### src/rtl/unity_ecc_pkg.sv
// Shared GF(2^8) definitions for the Unity ECC decoder, p(x) = x^8+x^6+x^4+x^3+x^2+x+1.
// Pure constants, types and combinational helpers; no latency.
// No handshake of its own.
package unity_ecc_pkg;

  localparam logic [7:0] GF_POLY_LOW = 8'h5F;

  typedef logic [7:0] gf_sym_t;

  typedef enum logic [1:0] {
    IDLE  = 2'd0,
    ACCUM = 2'd1,
    DONE  = 2'd2
  } synd_state_t;

  function automatic gf_sym_t gf_mul_alpha(input gf_sym_t x);
    return {x[6:0], 1'b0} ^ (x[7] ? GF_POLY_LOW : 8'h00);
  endfunction

  // k must be an elaboration-time constant so this unrolls into k xor stages.
  function automatic gf_sym_t gf_mul_alpha_k(input gf_sym_t x, input int k);
    gf_sym_t r;
    r = x;
    for (int i = 0; i < k; i++) begin
      r = gf_mul_alpha(r);
    end
    return r;
  endfunction

endpackage

### src/rtl/gf_horner_cell.sv
// One syndrome accumulator: s <= s*alpha^K ^ sym on each enabled cycle.
// Result visible one cycle after the enabling edge.
// No backpressure; en is the caller's accept strobe, clr wins over en.
module gf_horner_cell
  import unity_ecc_pkg::*;
#(
  parameter int K = 0
) (
  input  logic    clk,
  input  logic    rst_n,
  input  logic    clr,
  input  logic    en,
  input  gf_sym_t sym,
  output gf_sym_t s
);

  always_ff @(posedge clk or negedge rst_n) begin
    if (!rst_n) begin
      s <= '0;
    end else if (clr) begin
      s <= '0;
    end else if (en) begin
      s <= gf_mul_alpha_k(s, K) ^ sym;
    end
  end

endmodule

### src/rtl/unity_syndrome_accum.sv
// Streaming syndrome generator: S_k = r(alpha^k), k = 0..NSYND-1, one symbol per cycle.
// syn_valid rises 1 cycle after the codeword's last accepted symbol.
// in_ready drops while a result is pending; syn held until syn_ready, then 1 bubble.
module unity_syndrome_accum
  import unity_ecc_pkg::*;
#(
  parameter int NUM_SYM = 40,
  parameter int NSYND   = 2
) (
  input  logic               clk,
  input  logic               rst_n,
  input  logic               in_valid,
  output logic               in_ready,
  input  logic [7:0]         in_sym,
  input  logic               in_last,
  output logic               syn_valid,
  input  logic               syn_ready,
  output logic [8*NSYND-1:0] syn,
  output logic               syn_zero,
  output logic               len_err
);

  localparam int CW = $clog2(NUM_SYM);

  synd_state_t       state_q, state_d;
  logic [CW-1:0]     count_q;
  gf_sym_t           s     [NSYND];
  gf_sym_t           s_nxt [NSYND];
  logic [8*NSYND-1:0] syn_nxt;
  logic              zero_nxt;
  logic              accept;
  logic              at_max;
  logic              cw_end;
  logic              clr;

  assign accept = in_valid && in_ready;
  assign at_max = (count_q == CW'(NUM_SYM - 1));
  assign cw_end = accept && (in_last || at_max);
  assign clr    = (state_q == DONE) && syn_ready;

  always_ff @(posedge clk or negedge rst_n) begin
    if (!rst_n) begin
      state_q <= IDLE;
    end else begin
      state_q <= state_d;
    end
  end

  always_comb begin
    state_d   = state_q;
    in_ready  = 1'b1;
    syn_valid = 1'b0;
    case (state_q)
      IDLE: begin
        if (cw_end) begin
          state_d = DONE;
        end else if (accept) begin
          state_d = ACCUM;
        end
      end
      ACCUM: begin
        if (cw_end) begin
          state_d = DONE;
        end
      end
      DONE: begin
        in_ready  = 1'b0;
        syn_valid = 1'b1;
        if (syn_ready) begin
          state_d = IDLE;
        end
      end
      default: state_d = IDLE;
    endcase
  end

  for (genvar g = 0; g < NSYND; g++) begin : g_cell
    gf_horner_cell #(.K(g)) u_cell (
      .clk   (clk),
      .rst_n (rst_n),
      .clr   (clr),
      .en    (accept),
      .sym   (in_sym),
      .s     (s[g])
    );
    // Result register captures the value the cell is about to load, so syn is ready with syn_valid.
    assign s_nxt[g] = gf_mul_alpha_k(s[g], g) ^ in_sym;
    assign syn_nxt[8*g +: 8] = s_nxt[g];
  end

  always_comb begin
    zero_nxt = 1'b1;
    for (int k = 0; k < NSYND; k++) begin
      if (s_nxt[k] != 8'h00) begin
        zero_nxt = 1'b0;
      end
    end
  end

  always_ff @(posedge clk or negedge rst_n) begin
    if (!rst_n) begin
      count_q  <= '0;
      syn      <= '0;
      syn_zero <= 1'b0;
      len_err  <= 1'b0;
    end else begin
      if (clr) begin
        count_q <= '0;
      end else if (accept) begin
        count_q <= count_q + 1'b1;
      end
      if (cw_end) begin
        syn      <= syn_nxt;
        syn_zero <= zero_nxt;
        len_err  <= !(in_last && at_max);
      end
    end
  end

endmodule
### config.mk
export PLATFORM = sky130hd
export DESIGN_NAME = unity_syndrome_accum
export DESIGN_NICKNAME = d
export VERILOG_FILES = /design/src/rtl/unity_ecc_pkg.sv /design/src/rtl/gf_horner_cell.sv /design/src/rtl/unity_syndrome_accum.sv
export SDC_FILE = /design/constraint.sdc
export NUM_CORES = 1
export LEC_CHECK = 0
export BUFFER_PORTS_ARGS = -buffer_cell sky130_fd_sc_hd__buf_2
export CORE_ASPECT_RATIO = 1.75
export CORE_MARGIN = 3
export CORE_UTILIZATION = 35
export DETAILED_ROUTE_END_ITERATION = 12
export GPL_TIMING_DRIVEN = 1
export MAX_ROUTING_LAYER = met4
export PLACE_DENSITY = 0.6
export SLEW_MARGIN = 10
export SYNTH_ARGS = -nofsm -noshare
export SYNTH_HDL_FRONTEND = slang
export SYNTH_SLANG_ARGS = --single-unit
### constraint.sdc
create_clock -name clk -period 5.9 [get_ports clk]
set_clock_uncertainty 0.05 [all_clocks]
set_input_delay 1.18 -clock clk [delete_from_list [all_inputs] [get_ports clk]]
set_output_delay 1.18 -clock clk [all_outputs]
set_load 0.03 [all_outputs]
==> results of run 1 <==
-- Yosys cell counts (6+ instances only) --
cell type and count:
a21o_1 9, clkbuf_1 6, mux2_2 14, nor3b_1 8, dfrtp_1 42, xnor2_1 13
nor2_1 8, xor2_1 12, a22o_1 9, o21ai_0 14
-- final cells by class --
class | instances | area [µm²]
inverters | 2 | 7.51
flip-flops and latches | 42 | 1050
well taps | 74 | 92.6
multi-input cells | 119 | 902
clock buffers | 5 | 68.8
repair buffers | 33 | 168
fillers | 531 | 3060
clock inverters | 3 | 40.0
-- worst paths after layout --
check	endpoint	slack [ns]
min reg2reg	state_q[0]	0.45
max in group asynchronous	syn[10]	4.23
max	syn_zero	3.35
min	state_q[0]	0.45
max reg2reg	syn[2]	3.76
min in group asynchronous	g_cell[0].u_cell.s[0]	0.97
-- logic make-up (layout without fill, tap and decap cells) --
family	after synthesis	count (layout)	share of synthesized area
AOI/OAI and AO/OA	39	39	0.138
xor gates and xnor gates	25	25	0.110
adders and majority gates	1	1	0.00628
buffers and inverters	10	43	0.0201
DFF	42	42	0.527
muxes	15	15	0.0841
and+or+nand+nor	39	39	0.114
-- power by group --
part	internal, mW	switching (mW)	total [mW]	leakage [nW]
clock	0.125	0.0975	0.222	0.0579
sequential	0.392	0.0851	0.477	0.516
combinational	0.178	0.245	0.423	0.507
-- registers in the layout, indices dropped and copies added (netlist names) --
signal,cells
syn,16
count_q,6
g_cell.u_cell.s,16
len_err,1
state_q,2
syn_zero,1
-- per-stage QoR --
step / hold slack (ns) / utilization / cells
floorplan: 0.391 / - / 171
global placement: 0.420 / 0.412 / 270
detailed placement: 0.421 / 0.412 / 270
CTS: 0.441 / 0.433 / 278
global route: 0.477 / 0.433 / 278
finish: 0.447 / 0.433 / 278
-- layer usage --
metal	track usage	vias up	share of wire
li1	-	677	-
met1	0.156	716	0.40
met2	0.239	27	0.54
met3	0.0277	6	0.034
met4	0.0648	0	0.017
met5	-	-	0
==> results.py, run 1 <==
metrics = {
    "status": {
        "status": "complete, no violations",
    },
    "timing": {
        "final.setup.worst_slack_ns": 3.35,
        "finalMaxSlewViolations": 0,
        "finalCritPeriodShare": 0.433,
        "grt_setup_unrepaired": "false",
        "tns_ns": 0,
        "fin_crit_ns": 2.55,
        "fmax_mhz": 392,
        "worst_pin_slew_ns": 0.946,
        "finalHoldViolations": 0,
        "setup_viol": 0,
        "max_slew_margin": 0.369,
    },
    "floorplanning": {
        "die_y_um": 106,
        "rows": 35,
        "start_util": 0.370,
        "boundaryPins": 33,
        "dieArea_mm2": 0.00667,
        "dieWidth_um": 63.0,
        "core_mm2": 0.00539,
    },
    "placement": {
        "dp_hpwl_um": 3060,
        "io_buffers": 32,
        "postPlaceCellArea_mm2": 0.00222,
        "gp_congestion": 0.711,
        "dpl_worst_slack_ns": 3.04,
    },
    "worst_setup_path": {
        "crit_slowest_cell": "or4_1",
        "path_depth": 5,
        "end_kind": "register",
        "worstPathArrival_ns": 2.71,
        "crit_path_start_kind": "primary input",
        "rr_startpoint": "state_q[1]",
        "crit_start": "in_sym[6]",
        "crit_path_cell_trace": "buf_2 -> xor2_1 -> or4_1 -> or4_1 -> o31ai_2",
        "r2r_cells": 5,
        "cpLargestDelayFamily": "simple AND/OR/NAND/NOR gates",
        "critPathMaxFanout": 4,
        "critical_path_required_ns": 6.06,
        "critPathMostFrequentCell": "or4_1",
        "path_buf_inv": 1,
        "cpPeakStageDelay_ns": 0.52,
        "path_class": "in2reg",
    },
    "global_routing": {
        "gr-usage-all-layers": 0.140,
        "grt_pass1_wl_um": 7080,
        "grt-ovfl-total": 0,
        "antenna_found_initial": 0,
        "grt_pass1_vias": 1430,
        "grt_max_degree": 43,
    },
    "routing": {
        "drt_first_pass_iters": 4,
        "num_vias": 1426,
        "viasPerCell": 5.13,
        "initialDrtViolationCount": 62,
        "totalWireLength_um": 4250,
        "wire_per_inst_um": 15.3,
        "drc": 0,
        "antenna_left": 0,
    },
    "clock_network": {
        "cts_setup_buffers": 0,
        "cts.htree.levels": 2,
        "root_buffer": "clkbuf_8",
        "post_cts_resized": 0,
        "cts_buffers": 5,
        "hold_buffers": 0,
        "cts_tree": "done",
        "cts_num_sinks": 42,
        "path_clk_slew_ns": 0.09,
        "clk_latency_ns": 0.29,
        "cts_buffer_depth": 2,
    },
    "finish": {
        "mostFrequentLayoutCell": "dfrtp_1",
        "syn_to_final_growth_pct": 16.9,
        "final_area_mm2": 0.00233,
        "diodes": 0,
        "nets": 217,
        "final_cell_mix": "dfrtp_1 (42), buf_2 (32), mux2_2 (14), o21ai_0 (14), xnor2_1 (13)",
        "drive_above_1_share": 0.279,
    },
    "synthesis": {
        "syn_area_per_cell_um2": 11.7,
        "synth_edf_count": 0,
        "ys_types": 31,
        "ys_top_cells_by_area": "dfrtp_1 (53%), mux2_2 (7.9%), xnor2_1 (5.7%), xor2_1 (5.3%), a22o_1 (4.0%)",
        "yosys_most_used_dff": "dfrtp_1",
        "ys_async_sr_fraction": 1.00,
        "synth_top_area_cell": "dfrtp_1",
        "syn_area_mm2": 0.00199,
        "synth_top_area_frac": 0.527,
        "syn_inst": 171,
        "syn_nets": 185,
        "synth.ff_latch_count": 42,
        "ys_warn_count": 0,
        "synth-seq-area-share": 0.527,
    },
    "min_path": {
        "min_path_cells": 1,
        "min_from": "state_q[1]",
        "hold_path_class": "reg2reg",
    },
    "pwr": {
        "power_mw": 1.12,
        "p_leak_nw": 1.08,
        "vdd_ir_drop_max_mv": 0.223,
        "power_density_mw_per_mm2": 482,
    },
    "flow_run": {
        "drv_cap": 0,
    },
}
(Power assumes the default switching activity.)
==> run 2: changes to the inputs <==
clock period = 2.6 ns   (was 5.9 ns; I/O delays follow)
==> run 2 against run 1 <==
- global-route usage increased by 0.56 points
- worst hold slack got worse by 0.20 ns
- sequential share of layout area fell by 1.5 points
- first-iteration DRC count fell by 9.7%
- clock power grew to 2.8 times the previous value
- setup slack lost 2.7 ns
- count of clock-buffer cells in the layout rose by 1
- combinational power grew 130%
- total power rose by 140%
- via count rose by 0.28%
- critical path depth decreased by 1
- largest power group unchanged
- highest routed layer unchanged
==> results.py, run 2 (synthesis gave the netlist of run 1 again) <==
metrics = {
    "timing": {
        "tns_ns": 0,
        "finalHoldViolations": 0,
        "final.setup.worst_slack_ns": 0.620,
        "max_slew_margin": 0.635,
        "grt_setup_unrepaired": "false",
        "finalMaxSlewViolations": 0,
        "worst_pin_slew_ns": 0.548,
        "fmax_mhz": 505,
        "fin_crit_ns": 1.98,
        "finalCritPeriodShare": 0.762,
        "setup_viol": 0,
    },
    "routing": {
        "initialDrtViolationCount": 56,
        "totalWireLength_um": 4350,
        "wire_per_inst_um": 15.3,
        "antenna_left": 0,
        "drc": 0,
        "viasPerCell": 5.04,
        "num_vias": 1430,
        "drt_first_pass_iters": 4,
    },
    "clock_network": {
        "path_clk_slew_ns": 0.08,
        "cts_setup_buffers": 0,
        "clk_latency_ns": 0.29,
        "cts_buffer_depth": 2,
        "post_cts_resized": 0,
        "cts_buffers": 5,
        "cts.htree.levels": 2,
        "hold_buffers": 0,
        "root_buffer": "clkbuf_8",
        "cts_num_sinks": 42,
        "cts_tree": "done",
    },
    "flow_run": {
        "drv_cap": 0,
    },
    "status": {
        "status": "complete, no violations",
    },
    "finish": {
        "nets": 223,
        "syn_to_final_growth_pct": 20.8,
        "diodes": 0,
        "drive_above_1_share": 0.300,
        "mostFrequentLayoutCell": "dfrtp_1",
        "reg_top3": "g_cell.u_cell.s x16, syn x16, count_q x6",
        "fillers": 553,
        "final_cell_mix": "dfrtp_1 (42), buf_2 (32), mux2_2 (14), o21ai_0 (14), xnor2_1 (13)",
    },
    "placement": {
        "dp_hpwl_um": 3080,
        "gp_congestion": 0.736,
        "dpl_worst_slack_ns": 0.387,
        "io_buffers": 32,
    },
    "pwr": {
        "clkPwrFrac": 0.234,
        "vdd_ir_drop_max_mv": 0.448,
        "p_int_mw": 1.71,
        "p_seq_frac": 0.401,
        "power_density_mw_per_mm2": 1120,
        "sw_frac_of_total": 0.364,
        "combPwrFrac": 0.365,
        "switching_power_mw": 0.981,
        "p_leak_nw": 1.12,
    },
    "worst_setup_path": {
        "crit_path_start_kind": "register",
        "critical_path_required_ns": 2.75,
        "path_class": "reg2reg",
        "end_kind": "register",
        "crit_start": "g_cell[0].u_cell.s[6]",
        "worstPathArrival_ns": 2.13,
        "rr_startpoint": "g_cell[0].u_cell.s[6]",
        "critPathMaxFanout": 3,
    },
    "floorplanning": {
        "dieArea_mm2": 0.00667,
        "die_y_um": 106,
        "dieWidth_um": 63.0,
        "rows": 35,
        "start_util": 0.370,
        "core_mm2": 0.00539,
        "boundaryPins": 33,
    },
    "global_routing": {
        "top_usage_layer": "met2",
        "grt_util_met3": 0.0288,
        "grt_pass1_vias": 1475,
        "grt_max_degree": 43,
        "grt_pass1_wl_um": 7370,
        "grt-ovfl-total": 0,
        "grt_use_met2": 0.241,
        "met1_usage": 0.170,
        "gr-usage-all-layers": 0.146,
        "antenna_found_initial": 0,
    },
    "min_path": {
        "hold_path_class": "in2async",
    },
}
==> run 2: cell count changes in the layout (fill, tap and decap cells not counted), sizes merged <==
cell,previous run,this run
bufinv,1,2
clkinv,2,0
clkbuf,5,6
buf,33,39
==> run 2: critical path: stages (launching register included) <==
cell	delay [ns]
dfrtp_1	0.41
xor2_1	0.18
or4_1	0.53
or4_1	0.53
o31ai_2	0.21
==> run 2: area by class of cell <==
class | count | area, µm² | area share
clock buffers | 6 | 82.6 | 0.0343
well taps | 74 | 92.6 | 0.0384
repair buffers | 39 | 213 | 0.0883
flip-flops and latches | 42 | 1050 | 0.436
inverters | 2 | 7.51 | 0.00312
multi-input cells | 119 | 902 | 0.375
clock inverters | 2 | 60.1 | 0.0249
==> run 2: metal layers <==
layer / vias to the layer above / part of all wire
li1: 683 / -
met1: 711 / 0.42
met3: 8 / 0.037
met4: 0 / 0.022
met5: - / 0
met2: 28 / 0.52
==> run 2: worst paths after layout <==
kind                       slack [ns]                     to  cells past startpoint
hold reg to reg                  0.44             state_q[0]                      1
min in group clk                 0.36             state_q[1]                      2
setup reg to reg                 0.62               syn_zero                      4
setup / recovery                 0.62               syn_zero                      4
max in group asynchronous        1.88  g_cell[1].u_cell.s[2]                      2
hold / removal                   0.24                 syn[1]                      2
==> run 2: per-stage QoR <==
step	hold WS, ns	instances	total power [mW]	area [µm²]	util
after floorplan	0.174	171	1.78	1990	-
after global placement	0.418	276	2.08	2270	0.421
after detailed placement	0.426	276	2.09	2270	0.421
after CTS	0.256	284	2.74	2410	0.447
after global routing	0.290	284	2.88	2410	0.447
final	0.245	284	2.69	2410	0.447
==> run 2: power groups by stage <==
stage               combinational (mW)  clock [mW]  sequential (mW)
finish                           0.982       0.630             1.08
global route                      1.07       0.686             1.12
CTS                               1.00       0.651             1.09
detailed placement               0.993           0             1.10
global placement                 0.986           0             1.09
floorplan                        0.513           0             1.27
